### src/rtl/uart_tx_flow_ctrl.sv
// UART transmitter with a one-entry holding register and CTS flow control.
// Optional even-parity bit enabled by defining UART_TX_PARITY_EN.
//
// state  | meaning
// IDLE   | line high; waits for a held byte and synchronized CTS low
// START  | start bit (line low) for one bit-time
// DATA   | 8 data bits, LSB first, one bit-time each
// PARITY | even parity bit (UART_TX_PARITY_EN only)
// STOP   | stop bit (line high); may chain straight into START
module uart_tx_flow_ctrl #(
    parameter int unsigned ClocksPerBaud = 8
) (
    input  logic       clk,
    input  logic       rst_n,
    input  logic [7:0] byte_in,
    input  logic       byte_in_valid,
    output logic       byte_in_ready,
    input  logic       clear_to_send_n_in,
    output logic       tx_out,
    output logic       busy
);

    localparam logic [15:0] BAUD_RELOAD = 16'(ClocksPerBaud - 1);

`ifdef UART_TX_PARITY_EN
    typedef enum logic [2:0] {IDLE, START, DATA, PARITY, STOP} state_t;
`else
    typedef enum logic [2:0] {IDLE, START, DATA, STOP} state_t;
`endif

    state_t      state;
    logic        cts_meta;
    logic        cts_n_s;
    logic        hold_full;
    logic [7:0]  hold_data;
    logic [7:0]  shift_reg;
    logic [2:0]  bit_idx;
    logic [15:0] baud_cnt;
`ifdef UART_TX_PARITY_EN
    logic        parity_bit;
`endif

    logic baud_done;
    logic accept;
    logic load;
    logic frame_end;
    logic hold_full_nxt;
    logic busy_nxt;
    logic line_bit;

    always_ff @(posedge clk or negedge rst_n) begin
        if (!rst_n) begin
            cts_meta <= 1'b1;
            cts_n_s  <= 1'b1;
        end else begin
            cts_meta <= clear_to_send_n_in;
            cts_n_s  <= cts_meta;
        end
    end

    // A new frame may start from IDLE or directly at the end of STOP so that
    // back-to-back bytes leave no idle gap on the line.
    always_comb begin
        baud_done     = (baud_cnt == 16'd0);
        accept        = byte_in_valid & byte_in_ready;
        load          = hold_full & ~cts_n_s &
                        ((state == IDLE) | ((state == STOP) & baud_done));
        frame_end     = (state == STOP) & baud_done & ~load;
        hold_full_nxt = accept | (hold_full & ~load);
        busy_nxt      = hold_full_nxt | load | ((state != IDLE) & ~frame_end);
    end

    always_comb begin
        line_bit = 1'b1;
        case (state)
            IDLE:    line_bit = 1'b1;
            START:   line_bit = 1'b0;
            DATA:    line_bit = shift_reg[0];
`ifdef UART_TX_PARITY_EN
            PARITY:  line_bit = parity_bit;
`endif
            STOP:    line_bit = 1'b1;
            default: line_bit = 1'b1;
        endcase
    end

    always_ff @(posedge clk or negedge rst_n) begin
        if (!rst_n) begin
            state         <= IDLE;
            tx_out        <= 1'b1;
            byte_in_ready <= 1'b1;
            busy          <= 1'b0;
            hold_full     <= 1'b0;
            hold_data     <= 8'h00;
            shift_reg     <= 8'h00;
            bit_idx       <= 3'd0;
            baud_cnt      <= 16'd0;
`ifdef UART_TX_PARITY_EN
            parity_bit    <= 1'b0;
`endif
        end else begin
            // tx_out is the registered image of the current state's line value
            tx_out        <= line_bit;
            byte_in_ready <= ~hold_full_nxt;
            busy          <= busy_nxt;
            hold_full     <= hold_full_nxt;
            if (accept) begin
                hold_data <= byte_in;
            end
            if (load) begin
                state     <= START;
                shift_reg <= hold_data;
                bit_idx   <= 3'd0;
                baud_cnt  <= BAUD_RELOAD;
`ifdef UART_TX_PARITY_EN
                parity_bit <= ^hold_data;
`endif
            end else begin
                case (state)
                    IDLE: begin
                        baud_cnt <= 16'd0;
                    end
                    START: begin
                        if (baud_done) begin
                            state    <= DATA;
                            baud_cnt <= BAUD_RELOAD;
                        end else begin
                            baud_cnt <= baud_cnt - 16'd1;
                        end
                    end
                    DATA: begin
                        if (baud_done) begin
                            baud_cnt  <= BAUD_RELOAD;
                            shift_reg <= {1'b0, shift_reg[7:1]};
                            bit_idx   <= bit_idx + 3'd1;
                            if (bit_idx == 3'd7) begin
`ifdef UART_TX_PARITY_EN
                                state <= PARITY;
`else
                                state <= STOP;
`endif
                            end
                        end else begin
                            baud_cnt <= baud_cnt - 16'd1;
                        end
                    end
`ifdef UART_TX_PARITY_EN
                    PARITY: begin
                        if (baud_done) begin
                            state    <= STOP;
                            baud_cnt <= BAUD_RELOAD;
                        end else begin
                            baud_cnt <= baud_cnt - 16'd1;
                        end
                    end
`endif
                    STOP: begin
                        if (baud_done) begin
                            state <= IDLE;
                        end else begin
                            baud_cnt <= baud_cnt - 16'd1;
                        end
                    end
                    default: begin
                        state    <= IDLE;
                        baud_cnt <= 16'd0;
                    end
                endcase
            end
        end
    end

endmodule

### config.mk
export PLATFORM = sky130hd
export DESIGN_NAME = uart_tx_flow_ctrl
export DESIGN_NICKNAME = d
export VERILOG_FILES = /design/src/rtl/uart_tx_flow_ctrl.sv
export SDC_FILE = /design/constraint.sdc
export NUM_CORES = 1
export LEC_CHECK = 0
export ABC_AREA = 1
export ABC_CLOCK_PERIOD_IN_PS = 2600
export BUFFER_PORTS_ARGS = -buffer_cell sky130_fd_sc_hd__buf_2
export CAP_MARGIN = 30
export CORE_MARGIN = 4
export CORE_UTILIZATION = 25
export CTS_CLUSTER_SIZE = 14
export DETAILED_ROUTE_END_ITERATION = 8
export HOLD_SLACK_MARGIN = 0.15
export PLACE_DENSITY = 0.45
export SKIP_CTS_REPAIR_TIMING = 1
export SLEW_MARGIN = 20
export SYNTH_ARGS = -nofsm -noshare
export SYNTH_HDL_FRONTEND = slang
export SYNTH_SLANG_ARGS = --single-unit
### constraint.sdc
create_clock -name clk -period 2.6 [get_ports clk]
set_input_delay 0.39 -clock clk [delete_from_list [all_inputs] [get_ports clk]]
set_output_delay 0.39 -clock clk [all_outputs]
set_load 0.01 [all_outputs]
**After elaboration in Yosys (flattened, before gate mapping)**

Cells that the tools add are included.

- Memories: 0
- Memory bits (writable): 0
- Latch bits: 0
- Word-level logic and storage cells: 63
- Bits in registers: 44
- Output and inout bits: 3
- Memory bits (read-only): 0
- Input port bits: 12

- Equality and inequality tests: 10
- $lt $le $gt $ge: 0
- Reduce and logical (&&, ||, !) cells: 8
- Div/mod/pow operators: 0
- Multiplexer cells: 17
- Shift operators: 0
- Add/subtract/negate cells: 2
- Multipliers: 0
- Bitwise gates (word level): 15

Operators by type and width:

| operator | count |
|---|---|
| 16-bit two-way mux | 3 |
| 16-bit case mux with 2 select lines | 1 |
| 3-bit two-way mux | 8 |
| 8-bit two-way mux | 3 |
| 16-bit logical NOT | 1 |
| 16-bit by 1-bit subtractor with 16-bit output (second input constant) | 1 |
| 3-bit inequality test (second input constant) | 5 |
| 3-bit case mux with 4 select lines | 1 |
| 1-bit AND | 7 |
| 3-bit by 2-bit == test with 1-bit output (second input constant) | 2 |
| 5-bit AND reduction | 1 |
| 1-bit NOT | 4 |
| 1-bit OR | 4 |
| 2-bit nonzero test | 2 |
| 3-bit by 1-bit adder with 3-bit output (second input constant) | 1 |
| 3-bit by 1-bit == test with 1-bit output (second input constant) | 1 |
| 3-bit == test (second input constant) | 1 |
| 3-bit logical NOT | 1 |
| 3-bit nonzero test | 1 |
| 2-bit inequality test (second input constant) | 1 |
| 1-bit case mux with 2 select lines | 1 |
| 2-bit AND reduction | 1 |
| 2-bit OR reduction | 1 |

**Logic depth before layout (Yosys ltp)**

- Word-level depth: 9
- Mapped depth: 12
- Depth with buffers taken out: 12

**Worst setup path before layout**

No wires, ideal clock.

- Path type: reg-to-reg
- Start point: register baud_cnt[0]
- End point: register baud_cnt[3]
- Path buffers: 0
- Setup time: 0.120 ns
- Required time: 2.480 ns
- Setup slack: 1.040 ns
- Period minus slack after synthesis: 1.560 ns
- Arrival time: 1.440 ns
- Cell stages (with the launch flop): 9
- Cell sequence: dfrtp_1 > inv_1 > ha_1 > nand3_1 > nor2_2 > nand4_2 > nand2_1 > xor2_1 > nor2_1

- Cells in the longest elaborated chain, start to end: 5
- Elaborated cells on any way between the ends: 10
- Those cells by class: 1 x add/sub; 1 x eq/ne; 4 x mux; 3 x bitwise; 1 x reduce/logical

RTL lines:

| element | line | source |
|---|---|---|
| start, declared | 38 | `logic [15:0] baud_cnt;` |
| start signal, assigned | 128 | `baud_cnt <= baud_cnt - 16'd1;` |
| start signal, assigned | 144 | `baud_cnt <= baud_cnt - 16'd1;` |
| start signal, assigned | 161 | `baud_cnt <= baud_cnt - 16'd1;` |
| branches (longest 5 deep; another with 16-bit by 1-bit subtractor with 16-bit output) | -- |  |

Parallel ways; which one is timed is not known. The select of a mux whose other input is x is not followed.
A chain may end at the register's enable or synchronous reset.

**Worst setup path in the final report**

- Start point: register state[0]
- End point: register baud_cnt[13]

- Cells in the longest elaborated chain, start to end: 5
- Elaborated cells on any way between the ends: 11
- Those cells by class: 4 x eq/ne; 2 x mux; 3 x bitwise; 2 x reduce/logical

RTL lines:

| element | line | source |
|---|---|---|
| start, declared | 31 | `state_t state;` |
| start signal, assigned | 89 | `state <= IDLE;` |
| start signal, assigned | 111 | `state <= START;` |
| start signal, assigned | 125 | `state <= DATA;` |
| 3-bit by 2-bit == test with 1-bit output | 67, 119 |  |
| 1-bit AND | 67 | `((state == IDLE) \| ((state == STOP) & baud_done));` |
| 1-bit OR | 67 |  |
| 1-bit AND | 66 | `load = hold_full & ~cts_n_s &` |
| 3-bit inequality test (no source line) or 16-bit two-way mux (tied branches) | -- |  |

Several ways; a longest one is shown, not always the timed one.

==> flow_metrics.tcl <==
set metrics [dict create \
    cts_root_buf "clkbuf_8" \
    row_count 35 \
    cts_tree "built" \
    setup_viol 0 \
    wl_per_cell_um 11.5 \
    yosys_warnings 0 \
    relSlewSlack_pct 66.6 \
    final_area_um2 2760 \
    clk_pin_slew_ps 80 \
    netlist_top_cells_area "dfrtp_1, nand2_1, inv_1, nand3_1, ha_1" \
    finClkSkew_ps 10.7 \
    worstSetupPathType "flop to flop" \
    drtPass1Iterations 4 \
    total_power_uw 3960 \
    tightest_slew_ps 501 \
    powerDensity_nw_per_um2 1440 \
    leakagePower_uw 0.00144 \
    portBuffers 14 \
    start_util_pct 26.2 \
    synthArstFlopShare_pct 100 \
    grt_util_all_layers_pct 9.73 \
    startpoint_type "flop" \
    syn-num-nets 334 \
    drt_iter0_markers 102 \
    grt-ovfl-total 0 \
    synth_edf_count 0 \
    critPathMaxFanout 12 \
    io_pins 15 \
    drive_gt1_share_pct 14.5 \
    drv_slew 0 \
    timing.hold.ws_ps 189 \
    worst_ep_arrival_time_ps 2070 \
    timing.final.crit_share_pct 72.8 \
    grt_pass1_wl_um 8910 \
    place_hpwl_um 4030 \
    drc 0 \
    timing.setup.tns_ps 0 \
    avgSynthCellArea_um2 7.87 \
    grt_pass1_vias 1799 \
    rsz0062_at_grt "false" \
    num_vias 1914 \
    cts-buffers-inserted 5 \
    die_h_um 107 \
    htreeDepth 2 \
    maxCapViolations 0 \
    area_delta_synth_final_pct 11.8 \
    fmax_mhz 528 \
    finalHoldViolCount 0 \
    synth.yosys.seq_area_share_pct 43.9 \
    place_congestion 0.796 \
    clock_sinks 43 \
    ant_nets 0 \
    grt_max_degree 23 \
    synth_top_area_share_pct 39.6 \
    largest_reg_flops 16 \
    insertion_delay_ps 300 \
    ys_types 30 \
    antenna_cells 0 \
    clk_path_buf_depth 2 \
    ys_ff_latch 43 \
    synth_area_um2 2460 \
    die-area_um2 11500 \
    hp-class "input pin to flop" \
    nNetsFinal 352 \
    worstSetupEndpointType "flop" \
    drt_wl_total_um 5320 \
    fp.coreArea_um2 9420 \
    ir_drop_mv 0.430 \
    die_x_um 107 \
    placed_cell_area_um2 2660 \
    synth_largest_area_cell "dfrtp_1" \
    layout_min_cycle_time_ps 1890 \
    critPathRequiredTime_ps 2770 \
    status "completed" \
    synth_cells 313 \
    synth-main-ff-cell "dfrtp_1" \
    finalWorstSetupSlack_ps 707 \
    antenna_found_initial 0 \
    pre_cts_ws_ps 702 \
    viasPerCell 4.15 \
]
-- power breakdown --
| part | total, uW | switching (uW) | internal (uW) |
|---|---|---|---|
| Combinational | 2370 | 1560 | 806 |
| Sequential | 1160 | 198 | 958 |
| Clock | 436 | 246 | 190 |
-- logic make-up after synthesis --
group | Yosys count | share of synthesized area (%)
flip-flops | 43 | 43.9
AND/OR/NAND/NOR | 157 | 29.9
buffers and inverters | 55 | 9.75
AO/OA/AOI/OAI | 43 | 9.75
XOR/XNOR | 6 | 2.13
adder cells (fa/ha/maj) | 9 | 4.57
-- cell type report --
cell class	count	area [um^2]
flip-flops and latches	43	1080
repair buffers	18	103
fillers	1026	6660
clock inverters	2	13.8
clock buffers	6	72.6
inverters	48	180
well taps	129	161
multi-input cells	215	1140
-- critical path: stages, from the launching register on --
cell and delay, ps:
dfrtp_1 430, ha_1 370, nand3_2 160, nand2_2 70
nand2_2 190, inv_1 160, nor2_1 310, nor2_1 90
-- metal layers --
metal	routed length (um)	up-vias	global-route usage (%)	share of wire, %
li1	-	1028	-	-
met2	2210	26	14.3	42
met5	0	-	0	0
met3	168	8	2.04	3.2
met1	2890	852	14.3	54
met4	53	0	2.65	1.0
-- cells in the mapped netlist (2+ instances only) --
cell type	instances
o21ai_1	7
nor2_2	7
nand2_4	2
nor2_1	30
nand2_1	74
o21ai_0	17
dfrtp_1	39
clkbuf_1	3
nand3_1	25
dfstp_2	4
a21oi_1	8
nand2_2	3
buf_6	3
nor2_4	3
nand4_1	7
ha_1	9
inv_1	47
xor2_1	5
o211ai_1	9
-- layout by cell type, fill, tap and decap left out, types with 2 or more instances in the layout --
cell type,Yosys,final
a21oi_1,8,8
buf_2,0,14
buf_4,0,3
clkbuf_8,0,5
dfrtp_1,39,39
dfstp_2,4,4
ha_1,9,9
inv_1,47,47
nand2_1,74,74
nand2_2,3,3
nand2_4,2,2
nand3_1,25,25
nand4_1,7,7
nor2_1,30,30
nor2_2,7,7
nor2_4,3,3
o211ai_1,9,9
o21ai_0,17,17
o21ai_1,7,7
xor2_1,5,5
-- worst paths after layout --
path / startpoint / endpoint / slack, ps / depth (start not counted)
worst max-delay path: state[0]$_DFFE_PN0P_ / baud_cnt[13]$_DFFE_PN0P_ / 710 / 7
worst min-delay path: clear_to_send_n_in / cts_meta$_DFF_PN1_ / 190 / 1
worst max register to register: state[0]$_DFFE_PN0P_ / baud_cnt[13]$_DFFE_PN0P_ / 710 / 7
worst min register to register: cts_meta$_DFF_PN1_ / cts_n_s$_DFF_PN1_ / 360 / 0
max in group asynchronous: rst_n / bit_idx[2]$_DFFE_PN0P_ / 1420 / 3
min in group asynchronous: rst_n / shift_reg[2]$_DFFE_PN0P_ / 610 / 2
-- stage by stage --
step | util [%] | instances
6_report | 29.3 | 461
3_5_place_dp | 28.2 | 452
3_3_place_gp | 28.2 | 452
5_1_grt | 29.3 | 461
2_1_floorplan | - | 313
4_1_cts | 29.2 | 460
Power figures use the tool's default switching activity.
